$ cat src/rtl/key_filter_pkg.sv
// Shared types and default timing constants for the pushbutton conditioner.
package key_filter_pkg;

    localparam int unsigned CNT_W = 27;

    // Debounce window minus one: 20 ms at 100 MHz
    localparam logic [CNT_W-1:0] KEY_DEB_20MS = 27'd1_999_999;
    // Long-press threshold minus one: 1 s at 100 MHz
    localparam logic [CNT_W-1:0] KEY_LONG_1S  = 27'd99_999_999;

    typedef enum logic [1:0] {
        IDLE       = 2'd0,
        PRESS_FILT = 2'd1,
        HELD       = 2'd2,
        REL_FILT   = 2'd3
    } key_fsm_e;

endpackage

$ cat src/rtl/key_filter_sync.sv
// Two-flop synchroniser for one asynchronous level.
//   i_clk   : destination clock
//   i_rst_n : asynchronous active-low reset, both flops load RST_VAL
//   i_d     : asynchronous input
//   o_q     : synchronised output (two-cycle delay)
module key_filter_sync #(
    parameter logic RST_VAL = 1'b1
) (
    input  logic i_clk,
    input  logic i_rst_n,
    input  logic i_d,
    output logic o_q
);

    logic [1:0] r_sync;

    always_ff @(posedge i_clk or negedge i_rst_n) begin
        if (!i_rst_n) begin
            r_sync <= {2{RST_VAL}};
        end else begin
            r_sync <= {r_sync[0], i_d};
        end
    end

    assign o_q = r_sync[1];

endmodule

$ cat src/rtl/key_filter.sv
// Pushbutton conditioner: synchronise an active-low key, debounce it, and emit
// single-cycle press / release / long-press events plus a debounced level.
//   sys_clk     : system clock, rising edge
//   sys_rst_n   : asynchronous active-low reset
//   key_in_n    : raw key pin, 0 = pressed
//   key_flag    : one-cycle pulse on accepted press
//   key_release : one-cycle pulse on accepted release
//   key_long    : one-cycle pulse once per press after LONG_MAX+1 held cycles
//   key_state   : debounced level, 1 = pressed
module key_filter
    import key_filter_pkg::*;
#(
    parameter logic [CNT_W-1:0] CNT_MAX  = KEY_DEB_20MS,
    parameter logic [CNT_W-1:0] LONG_MAX = KEY_LONG_1S
) (
    input  logic sys_clk,
    input  logic sys_rst_n,
    input  logic key_in_n,
    output logic key_flag,
    output logic key_release,
    output logic key_long,
    output logic key_state
);

    logic             w_key_s;
    key_fsm_e         r_state;
    logic [CNT_W-1:0] r_cnt;
    logic [CNT_W-1:0] r_long_cnt;
    logic             r_fired;

    // Synchroniser idles at 1 so reset looks like a released key
    key_filter_sync #(
        .RST_VAL (1'b1)
    ) u_sync (
        .i_clk   (sys_clk),
        .i_rst_n (sys_rst_n),
        .i_d     (key_in_n),
        .o_q     (w_key_s)
    );

    // Debounce FSM, counters and registered event outputs
    always_ff @(posedge sys_clk or negedge sys_rst_n) begin
        if (!sys_rst_n) begin
            r_state     <= IDLE;
            r_cnt       <= '0;
            r_long_cnt  <= '0;
            r_fired     <= 1'b0;
            key_flag    <= 1'b0;
            key_release <= 1'b0;
            key_long    <= 1'b0;
            key_state   <= 1'b0;
        end else begin
            key_flag    <= 1'b0;
            key_release <= 1'b0;
            key_long    <= 1'b0;

            case (r_state)
                IDLE: begin
                    if (!w_key_s) begin
                        r_state <= PRESS_FILT;
                        r_cnt   <= '0;
                    end
                end

                PRESS_FILT: begin
                    if (w_key_s) begin
                        r_state <= IDLE;
                        r_cnt   <= '0;
                    end else if (r_cnt == CNT_MAX) begin
                        r_state    <= HELD;
                        key_flag   <= 1'b1;
                        key_state  <= 1'b1;
                        r_long_cnt <= '0;
                    end else begin
                        r_cnt <= r_cnt + CNT_W'(1);
                    end
                end

                HELD: begin
                    // Hold counter saturates; the long event fires once on reaching it
                    if (r_long_cnt < LONG_MAX) begin
                        r_long_cnt <= r_long_cnt + CNT_W'(1);
                    end else if (!r_fired) begin
                        key_long <= 1'b1;
                        r_fired  <= 1'b1;
                    end
                    if (w_key_s) begin
                        r_state <= REL_FILT;
                        r_cnt   <= '0;
                    end
                end

                REL_FILT: begin
                    // Hold time is frozen while a release is being qualified
                    if (!w_key_s) begin
                        r_state <= HELD;
                    end else if (r_cnt == CNT_MAX) begin
                        r_state     <= IDLE;
                        key_release <= 1'b1;
                        key_state   <= 1'b0;
                        r_long_cnt  <= '0;
                        r_fired     <= 1'b0;
                    end else begin
                        r_cnt <= r_cnt + CNT_W'(1);
                    end
                end

                default: r_state <= IDLE;
            endcase
        end
    end

endmodule

$ cat config.mk
export PLATFORM = sky130hd
export DESIGN_NAME = key_filter
export DESIGN_NICKNAME = d
export VERILOG_FILES = /design/src/rtl/key_filter_pkg.sv /design/src/rtl/key_filter_sync.sv /design/src/rtl/key_filter.sv
export SDC_FILE = /design/constraint.sdc
export NUM_CORES = 1
export LEC_CHECK = 0
export CAP_MARGIN = 20
export CORE_UTILIZATION = 50
export CTS_BUF_LIST = sky130_fd_sc_hd__clkbuf_4 sky130_fd_sc_hd__clkbuf_8
export CTS_CLUSTER_SIZE = 16
export DETAILED_ROUTE_END_ITERATION = 10
export PLACE_DENSITY_LB_ADDON = 0.25
export SLEW_MARGIN = 20
export SYNTH_ARGS = -nofsm -noshare
export SYNTH_HDL_FRONTEND = slang
export SYNTH_SLANG_ARGS = --single-unit
export TNS_END_PERCENT = 10
$ cat constraint.sdc
create_clock -name sys_clk -period 6.75 [get_ports sys_clk]
set_input_delay 1.35 -clock sys_clk [delete_from_list [all_inputs] [get_ports sys_clk]]
set_output_delay 1.35 -clock sys_clk [all_outputs]
set_load 0.1 [all_outputs]
==> impl_metrics.toml, run 1 <==
[clocking]
ctsRootBufferMaster = "clkbuf_8"
numCtsBuffers = 9
clkTransAtPathRegs_ps = 70
ctsResizeCount = 0
cts_tree = "done"
clkSinkCount = 63
ctsHoldBuffers = 0
clk_latency_ps = 340
ctsHtreeMaxLevel = 3
cts_max_path_buffers = 2
cts_setup_buffers = 0

[floorplan]
start_util = 0.516
core_area_mm2 = 0.00679
fp.dieW_um = 85.7
dieArea_mm2 = 0.00735
fp-row-count = 30
die-height_um = 85.7
io_pins = 7

[timing]
rsz0062_at_grt = "false"
setup_viol = 0
fin_hold_ws_ps = 356
fmax_mhz = 313
period_needed_ps = 3200
drv_slew = 0
hold_viol_final = 0
tightest_slew_ps = 1010
relSlewSlack = 0.328
finalClockSkew_ps = 9.70
fin_setup_tns_ps = 0
fin_crit_sh = 0.474

[setup_path]
r2r_start = "r_cnt[0]"
rrSetupSlack_ps = 3620
slowest_stage = "clkdlybuf4s50_1"
crit_fanout = 3
cp_slowest_stage_delay_ps = 1140
cp.required_ps = 5400
arrival_ps = 1850
crit_cells = 1
r2r_cells = 7
worst-setup-path-type = "reg2out"
startpoint = "key_state"
crit_path_start_kind = "register"
r2r_end = "r_long_cnt[0]"
endpoint_kind = "primary output"
crit_path_end = "key_state"
path_cells = "clkdlybuf4s50_1"
path_buf_inv = 1
crit_family = "buffers and inverters"

[min_path]
min_path_type = "reg2reg"

[yosys]
ys_types = 53
synth_top_family_by_area = "simple AND/OR/NAND/NOR gates"
synth_flop_cell = "dfrtp_1"
async_reset_ff_frac = 1.00
synthAdderAreaFrac = 0.00714
synth-edff-count = 0
synthMuxAreaShare = 0.00893
synth-seq-cells = 63
synth_cells = 372
syn_nets = 377
seq_area_frac_synth = 0.451
syn_area_per_cell_um2 = 9.42
synth_area_mm2 = 0.00350
synthSimpleGateAreaFrac = 0.289
yosysWarnings = 0
synthXorXnorAreaFrac = 0.0950
synth_compound_area_frac = 0.121

[finish]
drive_above_1_share = 0.0875
layout.nets = 380
num-fill-cells = 610
antenna_cells = 0
final_cells = 473
area_growth_pct = 8.71
utilization = 0.561
reg.largest.list = "r_cnt x27, r_long_cnt x27, u_sync.r_sync x2"

[grt]
grtUsageTotal = 0.223
grt_first_pass_wirelength_mm = 12.8
grt_max_degree = 64
first_global_vias = 2691
grt_overflow = 0
grt_antenna_before_repair = 0

[drt]
highest_layer = "met4"
wl_met1_mm = 3.72
dr.pass1.iters = 4
drc_errors = 0
wl_met2_mm = 3.32
final_antenna_net_count = 0
drt_iter0_drc = 187
num_vias = 2847
routedWlPerCell_um = 15.7
wl_met3_um = 257
totalWireLength_mm = 7.41
post_drt_via_cell_ratio = 6.02

[job]
cap_violations = 0

[pwr]
ir_drop_mv = 0.0986
powerDensity_mw_per_mm2 = 188
p_total_uw = 715
p_leak_nw = 1.65

[placement]
dp_hpwl_mm = 4.89
place_inst = 460
numPortBuffers = 6
gp_congestion = 0.858

[run_status]
status = "finished, final reports clean"
==> layout make-up <==
class	instances	area, um^2	area share
multi-input cells	288	1840	0.483
flip-flops and latches	63	1580	0.415
clock buffers	11	139	0.0365
well taps	96	120	0.0315
repair buffers	10	85.1	0.0223
clock inverters	2	35.0	0.00920
inverters	3	11.3	0.00296
==> cell usage after synthesis, drive strengths merged, types with 5 or more instances <==
cell type,n,share of area
a21oi,12,0.017
and2,8,0.014
and3,14,0.025
and4,9,0.023
buf,7,0.012
clkbuf,11,0.012
dfrtp,61,0.44
nand2,27,0.030
nand2b,7,0.012
nand3,10,0.014
nand4,19,0.034
nor2,52,0.056
nor3,5,0.0071
nor4,8,0.016
o2111ai,5,0.012
o211ai,7,0.015
o21ai,13,0.019
o31ai,8,0.017
or4,10,0.021
xnor2,7,0.018
xor2,31,0.077
==> layer usage <==
metal	GRT usage	vias to the layer above
li1	-	1359
met1	0.317	1415
met2	0.328	63
met3	0.0587	10
met4	0.0833	0
met5	0	-
==> report_power, final <==
part / internal [mW] / switching (mW)
sequential: 0.381 / 0.00337
combinational: 0.00572 / 0.0165
clock: 0.172 / 0.137
==> worst min path at each step <==
stage                       endpoint  depth (start not counted)              from
floorplan           u_sync.r_sync[1]                          0  u_sync.r_sync[0]
global placement    u_sync.r_sync[1]                          0  u_sync.r_sync[0]
detailed placement  u_sync.r_sync[1]                          0  u_sync.r_sync[0]
CTS                 u_sync.r_sync[1]                          0  u_sync.r_sync[0]
global route        u_sync.r_sync[1]                          0  u_sync.r_sync[0]
finish              u_sync.r_sync[1]                          0  u_sync.r_sync[0]
==> layout by cell type, fill, tap and decap left out, types with 3 or more instances in the layout <==
cell type,n
nor2_1,52
clkbuf_8,9
o21ai_0,10
and2_1,8
nor3_1,5
dfrtp_1,61
and4_1,8
nand2b_1,7
a21oi_1,12
o211ai_1,7
inv_1,3
nand2_1,26
buf_4,4
or4_1,10
and3_1,13
a22o_1,3
nor4b_1,3
clkdlybuf4s50_1,5
nand3_1,10
nand4_1,19
xnor2_1,7
nor4_1,7
o2111ai_1,5
xor2_1,31
o31ai_1,8
==> cells by family (layout without fill, tap and decap cells) <==
kind of cell | count (synthesis) | in the layout
xor gates and xnor gates | 38 | 38
DFF | 63 | 63
adders and majority gates | 2 | 2
buffers and inverters | 21 | 26
AOI/OAI and AO/OA | 61 | 61
and+or+nand+nor | 184 | 184
muxes | 3 | 3
==> stage by stage <==
step,setup WS (ps),cell area (um^2)
6_report,3550,3810
3_5_place_dp,3630,3620
3_3_place_gp,3720,3620
4_1_cts,3540,3800
2_1_floorplan,4390,3500
5_1_grt,3350,3810
(Power assumes the default switching activity.)
==> run 2: changes to the inputs <==
clock period = 3 ns   (was 6.75 ns; I/O delays follow)
==> impl_metrics.toml, run 2 (same netlist as run 1, synthesis figures left out) <==
[run_status]
status = "finished, final reports clean"

[min_path]
hold_start = "u_sync.r_sync[0]"
min_path_type = "reg2reg"

[timing]
setup_viol = 0
relSlewSlack = 0.473
drv_slew = 0
tightest_slew_ps = 791
period_needed_ps = 2510
fin_setup_tns_ps = 0
fin_crit_sh = 0.836
finalClockSkew_ps = 14.0
rsz0062_at_grt = "false"
hold_viol_final = 0
fmax_mhz = 399
timing.final.ws_setup_ps = 493

[finish]
layout.nets = 385
antenna_cells = 0
layout_common_cells = "dfrtp_1 (61), nor2_1 (52), xor2_1 (31)"
multi_input_area_mm2 = 0.00183
num-fill-cells = 587
final_common_cell = "dfrtp_1"
reg.largest.list = "r_cnt x27, r_long_cnt x27, u_sync.r_sync x2"
regArea_mm2 = 0.00158
area_growth_pct = 9.79
drive_above_1_share = 0.117
utilization = 0.566

[setup_path]
cp_slowest_stage_delay_ps = 530
worst-setup-path-type = "reg2reg"
endpoint_kind = "register"
crit_fanout = 18
cp.required_ps = 3210
slowest_stage = "or4_1"
crit_path_start_kind = "register"
startpoint = "r_long_cnt[12]"
arrival_ps = 2720
path_cells = "or4_1 -> a2111o_1 -> a211oi_2 -> buf_4 -> or2_2 -> nor2_1 -> mux2_2"
r2r_start = "r_long_cnt[12]"

[clocking]
ctsRootBufferMaster = "clkbuf_8"
cts_tree = "done"
numCtsBuffers = 9
clk_latency_ps = 340
clkSinkCount = 63
ctsHoldBuffers = 0
cts_max_path_buffers = 2
ctsResizeCount = 0
clkTransAtPathRegs_ps = 80
ctsHtreeMaxLevel = 3
cts_setup_buffers = 0

[drt]
post_drt_via_cell_ratio = 5.92
final_antenna_net_count = 0
totalWireLength_mm = 7.45
drt_iter0_drc = 155
routedWlPerCell_um = 15.5
num_vias = 2846
drc_errors = 0
dr.pass1.iters = 4

[grt]
grt_overflow = 0
first_global_vias = 2701
grtUsageTotal = 0.226
grt_first_pass_wirelength_mm = 13.1
grt_max_degree = 64
grt_antenna_before_repair = 0

[placement]
numPortBuffers = 6
pre_cts_ws_ps = 449
gp_congestion = 0.828
dp_hpwl_mm = 4.93

[pwr]
p_leak_nw = 1.70
powerDensity_mw_per_mm2 = 420
ir_drop_mv = 0.217
p_total_mw = 1.61

[floorplan]
die-height_um = 85.7
fp-row-count = 30
core_area_mm2 = 0.00679
start_util = 0.516
dieArea_mm2 = 0.00735
fp.dieW_um = 85.7
io_pins = 7

[job]
cap_violations = 0
-- run 2: cell count changes in the layout (fill, tap and decap cells not counted), moves of 2 or more --
cell,change
a211oi_2,+2
buf_4,+9
clkbuf_8,+3
clkdlybuf4s50_1,-4
-- run 2: layout make-up --
class	instances	area share
clock inverters	3	0.00455
clock buffers	13	0.0449
inverters	3	0.00293
well taps	96	0.0312
multi-input cells	288	0.477
repair buffers	15	0.0293
flip-flops and latches	63	0.411
-- run 2: worst paths after layout --
kind,endpoint,slack [ps],cells past startpoint
setup / recovery,r_long_cnt[0],490,7
hold / removal,u_sync.r_sync[1],350,0
setup reg to reg,r_long_cnt[0],490,7
hold reg to reg,u_sync.r_sync[1],350,0
max in group asynchronous,r_long_cnt[7],2050,2
min in group asynchronous,key_state,430,2
-- run 2: layer usage --
metal | vias to the layer above | wire length (um) | track usage
li1 | 1377 | - | -
met1 | 1405 | 3660 | 0.315
met2 | 53 | 3400 | 0.353
met3 | 11 | 301 | 0.0549
met4 | 0 | 89 | 0.0667
met5 | - | 0 | 0
-- run 2: power by group --
group | total (mW) | internal (mW) | switching, mW | leakage [nW]
clock network | 0.700 | 0.374 | 0.326 | 0.0988
logic | 0.0502 | 0.0129 | 0.0372 | 0.727
registers | 0.864 | 0.856 | 0.00777 | 0.870
-- run 2: critical path: cells and delay by family (launching register included) --
family,cells,cell delay (ps)
AND/OR/NAND/NOR,3,760
buffers and inverters,1,250
flip-flops,1,430
AO/OA/AOI/OAI,2,660
multiplexers,1,280
-- run 2: per-stage QoR --
step | cell area, um^2 | instances | hold WS (ps)
after floorplan | 3500 | 372 | 304
after CTS | 3840 | 481 | 351
after detailed placement | 3650 | 465 | 347
final | 3850 | 481 | 350
after global placement | 3650 | 465 | 347
after global routing | 3850 | 481 | 358
